--- src/rtl/strobe_capture_pkg.sv ---
// Shared definitions for the strobe capture FIFO: trigger combine modes.
package strobe_capture_pkg;

    typedef logic [1:0] mode_t;

    localparam mode_t MODE_ALL0 = 2'b00;  // any request line
    localparam mode_t MODE_ALL1 = 2'b01;  // any request line
    localparam mode_t MODE_OFF  = 2'b10;  // capture disabled
    localparam mode_t MODE_HIGH = 2'b11;  // upper half of request lines only

endpackage

--- src/rtl/sync_fifo.sv ---
// Single-clock FIFO with drop-on-full. A push that arrives while full is
// accepted only if a pop frees a slot in the same cycle; otherwise it is
// discarded and reported on the combinational drop pulse.
module sync_fifo #(
    parameter int WIDTH = 8,
    parameter int DEPTH = 4,
    localparam int CW   = $clog2(DEPTH + 1)
) (
    input  logic             clk,
    input  logic             reset,
    input  logic             push,
    input  logic             pop,
    input  logic [WIDTH-1:0] wr_data,
    output logic [WIDTH-1:0] rd_data,
    output logic             valid,
    output logic             full,
    output logic [CW-1:0]    count,
    output logic             drop
);

    localparam int PW = $clog2(DEPTH);

    logic [WIDTH-1:0] mem [DEPTH];
    logic [WIDTH-1:0] last_head;
    logic [PW-1:0]    wr_ptr;
    logic [PW-1:0]    rd_ptr;
    logic             pop_ok;
    logic             push_ok;

    assign valid   = (count != '0);
    assign full    = (count == CW'(DEPTH));
    assign pop_ok  = pop & valid;
    assign push_ok = push & (~full | pop_ok);
    assign drop    = push & full & ~pop_ok;

    // While empty, the output keeps the last head shown rather than a stale slot.
    assign rd_data = valid ? mem[rd_ptr] : last_head;

    // Storage, pointers and occupancy; reset clears every entry.
    always_ff @(posedge clk) begin
        if (reset) begin
            for (int i = 0; i < DEPTH; i++) mem[i] <= '0;
            last_head <= '0;
            wr_ptr    <= '0;
            rd_ptr    <= '0;
            count     <= '0;
        end else begin
            if (valid) last_head <= mem[rd_ptr];
            if (push_ok) begin
                mem[wr_ptr] <= wr_data;
                wr_ptr      <= wr_ptr + PW'(1);
            end
            if (pop_ok) rd_ptr <= rd_ptr + PW'(1);
            case ({push_ok, pop_ok})
                2'b10:   count <= count + CW'(1);
                2'b01:   count <= count - CW'(1);
                default: count <= count;
            endcase
        end
    end

endmodule

--- src/rtl/strobe_capture_fifo.sv ---
// Strobe capture FIFO: request lines are combined into a trigger, a rising
// edge of the trigger captures din into a FIFO drained by valid/ready.
// Optional macro STROBE_CAPTURE_TIMESTAMP_EN adds a free-running stamp
// counter stored with each word and presented on out_ts.
module strobe_capture_fifo
    import strobe_capture_pkg::*;
#(
    parameter int DATA_W = 8,
    parameter int NREQ   = 4,
    parameter int DEPTH  = 4,
`ifdef STROBE_CAPTURE_TIMESTAMP_EN
    parameter int TS_W   = 16,
`endif
    localparam int CW    = $clog2(DEPTH + 1)
) (
    input  logic              clk,
    input  logic              reset,
    input  logic [NREQ-1:0]   req,
    input  mode_t             mode,
    input  logic [DATA_W-1:0] din,
    output logic              out_valid,
    input  logic              out_ready,
    output logic [DATA_W-1:0] out_data,
`ifdef STROBE_CAPTURE_TIMESTAMP_EN
    output logic [TS_W-1:0]   out_ts,
`endif
    output logic [CW-1:0]     count,
    output logic              overflow
);

`ifdef STROBE_CAPTURE_TIMESTAMP_EN
    localparam int FW = DATA_W + TS_W;
    logic [TS_W-1:0] ts;
`else
    localparam int FW = DATA_W;
`endif

    logic          trig;
    logic          trig_q;
    logic          fire;
    logic          drop;
    logic          full;
    logic [FW-1:0] wr_word;
    logic [FW-1:0] rd_word;

    // Combine request lines according to the current mode.
    always_comb begin
        trig = 1'b0;
        case (mode)
            MODE_ALL0, MODE_ALL1: trig = |req;
            MODE_HIGH:            trig = |req[NREQ-1:NREQ/2];
            default:              trig = 1'b0;
        endcase
    end

    // Previous trigger; resets high so a trigger already asserted at reset
    // release needs a fresh low->high transition before it captures.
    always_ff @(posedge clk) begin
        if (reset) trig_q <= 1'b1;
        else       trig_q <= trig;
    end

    assign fire = trig & ~trig_q;

    // Sticky record of any dropped capture.
    always_ff @(posedge clk) begin
        if (reset)     overflow <= 1'b0;
        else if (drop) overflow <= 1'b1;
    end

`ifdef STROBE_CAPTURE_TIMESTAMP_EN
    // Free-running stamp, wraps naturally at 2^TS_W.
    always_ff @(posedge clk) begin
        if (reset) ts <= '0;
        else       ts <= ts + TS_W'(1);
    end

    assign wr_word  = {ts, din};
    assign out_data = rd_word[DATA_W-1:0];
    assign out_ts   = rd_word[FW-1:DATA_W];
`else
    assign wr_word  = din;
    assign out_data = rd_word;
`endif

    sync_fifo #(
        .WIDTH (FW),
        .DEPTH (DEPTH)
    ) u_fifo (
        .clk     (clk),
        .reset   (reset),
        .push    (fire),
        .pop     (out_ready),
        .wr_data (wr_word),
        .rd_data (rd_word),
        .valid   (out_valid),
        .full    (full),
        .count   (count),
        .drop    (drop)
    );

endmodule

--- config.mk ---
export PLATFORM = sky130hd
export DESIGN_NAME = strobe_capture_fifo
export DESIGN_NICKNAME = d
export VERILOG_FILES = /design/src/rtl/strobe_capture_pkg.sv /design/src/rtl/sync_fifo.sv /design/src/rtl/strobe_capture_fifo.sv
export SDC_FILE = /design/constraint.sdc
export NUM_CORES = 1
export LEC_CHECK = 0
export CORE_MARGIN = 3
export CORE_UTILIZATION = 55
export CTS_CLUSTER_SIZE = 40
export DETAILED_ROUTE_END_ITERATION = 8
export PLACE_DENSITY_LB_ADDON = 0.05
export SKIP_LAST_GASP = 1
export SLEW_MARGIN = 40
export SYNTH_ARGS = -nofsm -noshare
export SYNTH_HDL_FRONTEND = slang
export SYNTH_HIERARCHICAL = 1
export SYNTH_SLANG_ARGS = --single-unit
--- constraint.sdc ---
create_clock -name clk -period 3.91 [get_ports clk]
set_input_delay 0.782 -clock clk [delete_from_list [all_inputs] [get_ports clk]]
set_output_delay 0.782 -clock clk [all_outputs]
set_load 0.01 [all_outputs]
==> flow_metrics.env, run 1 <==
export IMPL_start_util_pct=59.6
export IMPL_antenna_left=0
export IMPL_worst_path_max_fanout=8
export IMPL_io_pins=30
export IMPL_finalWorstSetupSlack_ns=0.741
export IMPL_grt_pass1_wl_um=7270
export IMPL_clock_fmax_ghz=0.316
export IMPL_overflow=0
export IMPL_finalPower_mw=1.51
export IMPL_final_cell_mix="and2_1, edfxtp_1, clkdlybuf4s50_1"
export IMPL_cts_root_buf="clkbuf_8"
export IMPL_required_ns=4.14
export IMPL_antenna_found_initial=0
export IMPL_crit_chain="clkdlybuf4s50_1, nor4b_4, nand2b_1, ha_1, inv_1, fa_1, xor2_1, or3_1, a21oi_1"
export IMPL_grt_pass1_vias=1405
export IMPL_critical_path_buf_inv_count=2
export IMPL_routed_via_density=5.53
export IMPL_met2WireLength_um=2350
export IMPL_top_layer="met4"
export IMPL_rsz0062_at_grt="no"
export IMPL_tns_ns=0
export IMPL_drt_total_wl_um=4390
export IMPL_max_clock_path_buffers=2
export IMPL_final_common_cell="and2_1"
export IMPL_fp_dieW_um=70.4
export IMPL_critPathTopFamily="simple AND/OR/NAND/NOR gates"
export IMPL_post_cts_buffers=0
export IMPL_cp_end_kind="flop"
export IMPL_drcViolationCount=0
export IMPL_p_leak_nw=1.02
export IMPL_wl_met3_um=188
export IMPL_num_vias=1387
export IMPL_min_path_type="flop to flop"
export IMPL_synth_fp_nets=186
export IMPL_crit_path_start_kind="input pin"
export IMPL_netlist_area_mm2=0.00228
export IMPL_period_share_pct=81.1
export IMPL_rows=22
export IMPL_core_area_mm2=0.00383
export IMPL_fp_dieH_um=70.4
export IMPL_syn_area_per_cell_um2=13.7
export IMPL_place_ws_ns=0.519
export IMPL_path_class="input pin to flop"
export IMPL_gp_congestion=0.722
export IMPL_cts_tree="built"
export IMPL_yosys_warnings=6
export IMPL_cp_slowest_stage_delay_ns=0.53
export IMPL_maxSlewViolCount=0
export IMPL_cts_htree_levels=2
export IMPL_cap_violations=0
export IMPL_hold_viol=0
export IMPL_final_min_clock_period_ns=3.17
export IMPL_cp_data_arrival_time_ns=3.40
export IMPL_ir_drop_v=0.000324
export IMPL_nNetsFinal=222
export IMPL_clkLatencyLatePin_ns=0.30
export IMPL_worst_pin_slew_ns=0.782
export IMPL_power_density_mw_per_mm2=547
export IMPL_cp_slowest_cell="nor4b_4"
export IMPL_wl_met1_um=1770
export IMPL_hold_buffers=0
export IMPL_cts_buffers_inserted=5
export IMPL_grtUsageTotal_pct=20.0
export IMPL_ctsResizeCount=0
export IMPL_hpwl_um=3060
export IMPL_finalClockSkew_ns=0.00417
export IMPL_dr_pass1_iters=4
export IMPL_diodes=0
export IMPL_grt_start_max_net_pins=15
export IMPL_drive_above_1_share_pct=16.3
export IMPL_drt_iter0_drc=51
export IMPL_cts_sinks=51
export IMPL_syn2layout_area_growth_pct=20.7
export IMPL_wl_per_cell_um=17.5
export IMPL_status="finished clean"
export IMPL_slew_headroom_pct=47.7
export IMPL_port_buffers=29
export IMPL_netlist_instances=167
export IMPL_dieArea_mm2=0.00496
export IMPL_clkTransAtPathRegs_ns=0.08
export IMPL_setup_viol=0
[power breakdown]
part	internal, mW	switching (mW)
registers	0.631	0.0669
logic	0.274	0.185
clock network	0.188	0.161
total	1.09	0.412
[metrics by stage]
step                      util, %  hold WS (ns)  instances  instance area, um^2
after floorplan                 -         0.485        167                 2280
after detailed placement     69.0         0.466        244                 2640
final                        71.9         0.489        251                 2750
after CTS                    71.7         0.491        251                 2740
after global routing         71.9         0.530        251                 2750
after global placement       69.0         0.457        244                 2640
[layer usage]
metal  vias up  track usage [%]
li1        666                -
met1       681             23.7
met2        30             34.5
met3        10             4.89
met4         0             7.87
met5         -                0
[worst paths after layout]
kind                                 startpoint              end  slack, ns  cells after the start
worst min register to register         overflow         overflow       0.49                      2
worst min-delay path                   overflow         overflow       0.49                      2
worst max register to register  u_fifo/count[0]  u_fifo/count[2]       1.20                      8
worst max-delay path                  out_ready  u_fifo/count[2]       0.74                      9
[tightest hold or removal path: stages (launching register included)]
cell and delay, ns:
dfxtp_1 0.34, nor2_1 0.05, nor2_1 0.07
[sequential cells by signal (all words and copies together) (netlist names), named ones only]
| signal | count |
|---|---|
| trig_q | 1 |
| overflow | 1 |
| u_fifo/count | 3 |
| u_fifo/mem | 32 |
| u_fifo/wr_ptr | 2 |
| u_fifo/rd_ptr | 2 |
| u_fifo/last_head | 8 |
[layout make-up]
type                            count  area (um^2)
Timing Repair Buffer               34          328
Inverter                            9         33.8
Fill cell                         265         1070
Tap cell                           48         60.1
Multi-Input combinational cell    102          887
Sequential cell                    51         1340
Clock inverter                      1         30.0
Clock buffer                        6         72.6
Power figures use the tool's default switching activity.
==> inputs of run 2 (changes only) <==
CORE_UTILIZATION = 54   (was 55)
clock period = 3.2 ns   (was 3.91 ns; I/O delays follow)
==> flow_metrics.env, run 2 (same netlist as run 1, synthesis figures left out) <==
export IMPL_overflow=0
export IMPL_rows=22
export IMPL_final_min_clock_period_ns=2.77
export IMPL_critPathTopFamily="multiplexers"
export IMPL_min_path_type="flop to flop"
export IMPL_final_cell_count_no_fill=256
export IMPL_final_common_cell="and2_1"
export IMPL_worstHoldStart="overflow"
export IMPL_p_leak_nw=1.06
export IMPL_cap_violations=0
export IMPL_final_cell_mix="and2_1, edfxtp_1, clkdlybuf4s50_1"
export IMPL_rsz0062_at_grt="no"
export IMPL_reg_top3="u_fifo/mem (32), u_fifo/last_head (8), u_fifo/count (3)"
export IMPL_ir_drop_v=0.000273
export IMPL_cts_sinks=51
export IMPL_largest_register_ffs=32
export IMPL_power_density_mw_per_mm2=675
export IMPL_worst_pin_slew_ns=0.491
export IMPL_fp_dieW_um=71.0
export IMPL_finalClockSkew_ns=0.00599
export IMPL_cts_tree="built"
export IMPL_cts_buffers_inserted=5
export IMPL_hold_ws_ns=0.496
export IMPL_cp_data_arrival_time_ns=2.13
export IMPL_routed_via_density=5.38
export IMPL_ctsResizeCount=0
export IMPL_wl_per_cell_um=16.4
export IMPL_io_pins=30
export IMPL_critical_path_buf_inv_count=2
export IMPL_drt_total_wl_um=4210
export IMPL_path_class="flop to primary output"
export IMPL_status="finished clean"
export IMPL_clock_fmax_ghz=0.361
export IMPL_dr_pass1_iters=4
export IMPL_port_buffers=29
export IMPL_grt_pass1_wl_um=6930
export IMPL_diodes=0
export IMPL_drive_above_1_share_pct=18.8
export IMPL_hold_viol=0
export IMPL_tns_ns=0
export IMPL_cp_end_kind="primary output"
export IMPL_antenna_left=0
export IMPL_drt_iter0_drc=84
export IMPL_setup_viol=0
export IMPL_postLayoutCoreUtil_pct=72.5
export IMPL_grt_pass1_vias=1456
export IMPL_core_area_mm2=0.00385
export IMPL_worst_path_max_fanout=8
export IMPL_syn2layout_area_growth_pct=22.4
export IMPL_cts_root_buf="clkbuf_8"
export IMPL_nNetsFinal=226
export IMPL_finalPower_mw=1.89
export IMPL_period_share_pct=86.6
export IMPL_dp_cells=248
export IMPL_hold_buffers=0
export IMPL_clkTransAtPathRegs_ns=0.09
export IMPL_start_util_pct=59.2
export IMPL_dieArea_mm2=0.00504
export IMPL_antenna_found_initial=0
export IMPL_place_area_mm2=0.00267
export IMPL_num_vias=1378
export IMPL_r2r_start="u_fifo/count[0]"
export IMPL_largest_register="u_fifo/mem"
export IMPL_grtUsageTotal_pct=18.7
export IMPL_stdcell_area_mm2=0.00279
export IMPL_fp_dieH_um=71.0
export IMPL_cp_slowest_cell="mux4_2"
export IMPL_crit_path_start_kind="flop"
export IMPL_post_cts_buffers=0
export IMPL_hpwl_um=2970
export IMPL_grt_start_max_net_pins=17
export IMPL_cts_htree_levels=2
export IMPL_crit_chain="buf_4, mux4_2, mux2_2, clkdlybuf4s50_1"
export IMPL_max_clock_path_buffers=2
export IMPL_slew_headroom_pct=67.2
export IMPL_drcViolationCount=0
export IMPL_gp_congestion=0.689
export IMPL_finalWorstSetupSlack_ns=0.429
export IMPL_required_ns=2.56
export IMPL_maxSlewViolCount=0
export IMPL_cp_slowest_stage_delay_ns=0.52
export IMPL_clkLatencyLatePin_ns=0.30
export IMPL_place_ws_ns=0.240
## run 2: cell types whose count changed in the layout (fill, tap and decap cells not counted)
cell,change
nor4_4,-1
clkbuf_1,-1
inv_6,+1
nor4_2,+1
buf_4,+4
clkbuf_8,+1
## run 2: area by class of cell
type / instances / area (um^2)
clock inverter: 2 / 38.8
inverter: 9 / 33.8
fill: 262 / 1060
timing repair buffer: 38 / 358
tap: 48 / 60.1
clock buffer: 6 / 82.6
multi-input combinational: 102 / 878
sequential: 51 / 1340
## run 2: final timing paths
check	end	slack, ns	cells past startpoint
setup / recovery	out_data[4]	0.43	4
hold / removal	overflow	0.50	2
setup reg to reg	u_fifo/count[2]	0.88	8
hold reg to reg	overflow	0.50	2
## run 2: per-layer routing
layer,track usage [%],part of all wire (%),vias to the layer above
met4,6.26,0.97,0
met1,21.4,42,667
met5,0,0,-
met2,33.5,52,30
li1,-,-,676
met3,5.40,4.4,5
## run 2: worst register-to-register path: cells and delay by family, from the launching register on
| kind | cells | cell delay, ns |
|---|---|---|
| AND/OR/NAND/NOR | 3 | 0.90 |
| adder cells (fa/ha/maj) | 2 | 0.58 |
| flip-flops | 1 | 0.43 |
| XOR/XNOR | 1 | 0.16 |
| AO/OA/AOI/OAI | 1 | 0.14 |
| buffers and inverters | 1 | 0.06 |
## run 2: where the power goes
part / total (mW) / switching, mW / internal, mW
Combinational: 0.592 / 0.250 / 0.342
Clock: 0.469 / 0.212 / 0.257
Sequential: 0.825 / 0.0540 / 0.771
Total: 1.89 / 0.516 / 1.37
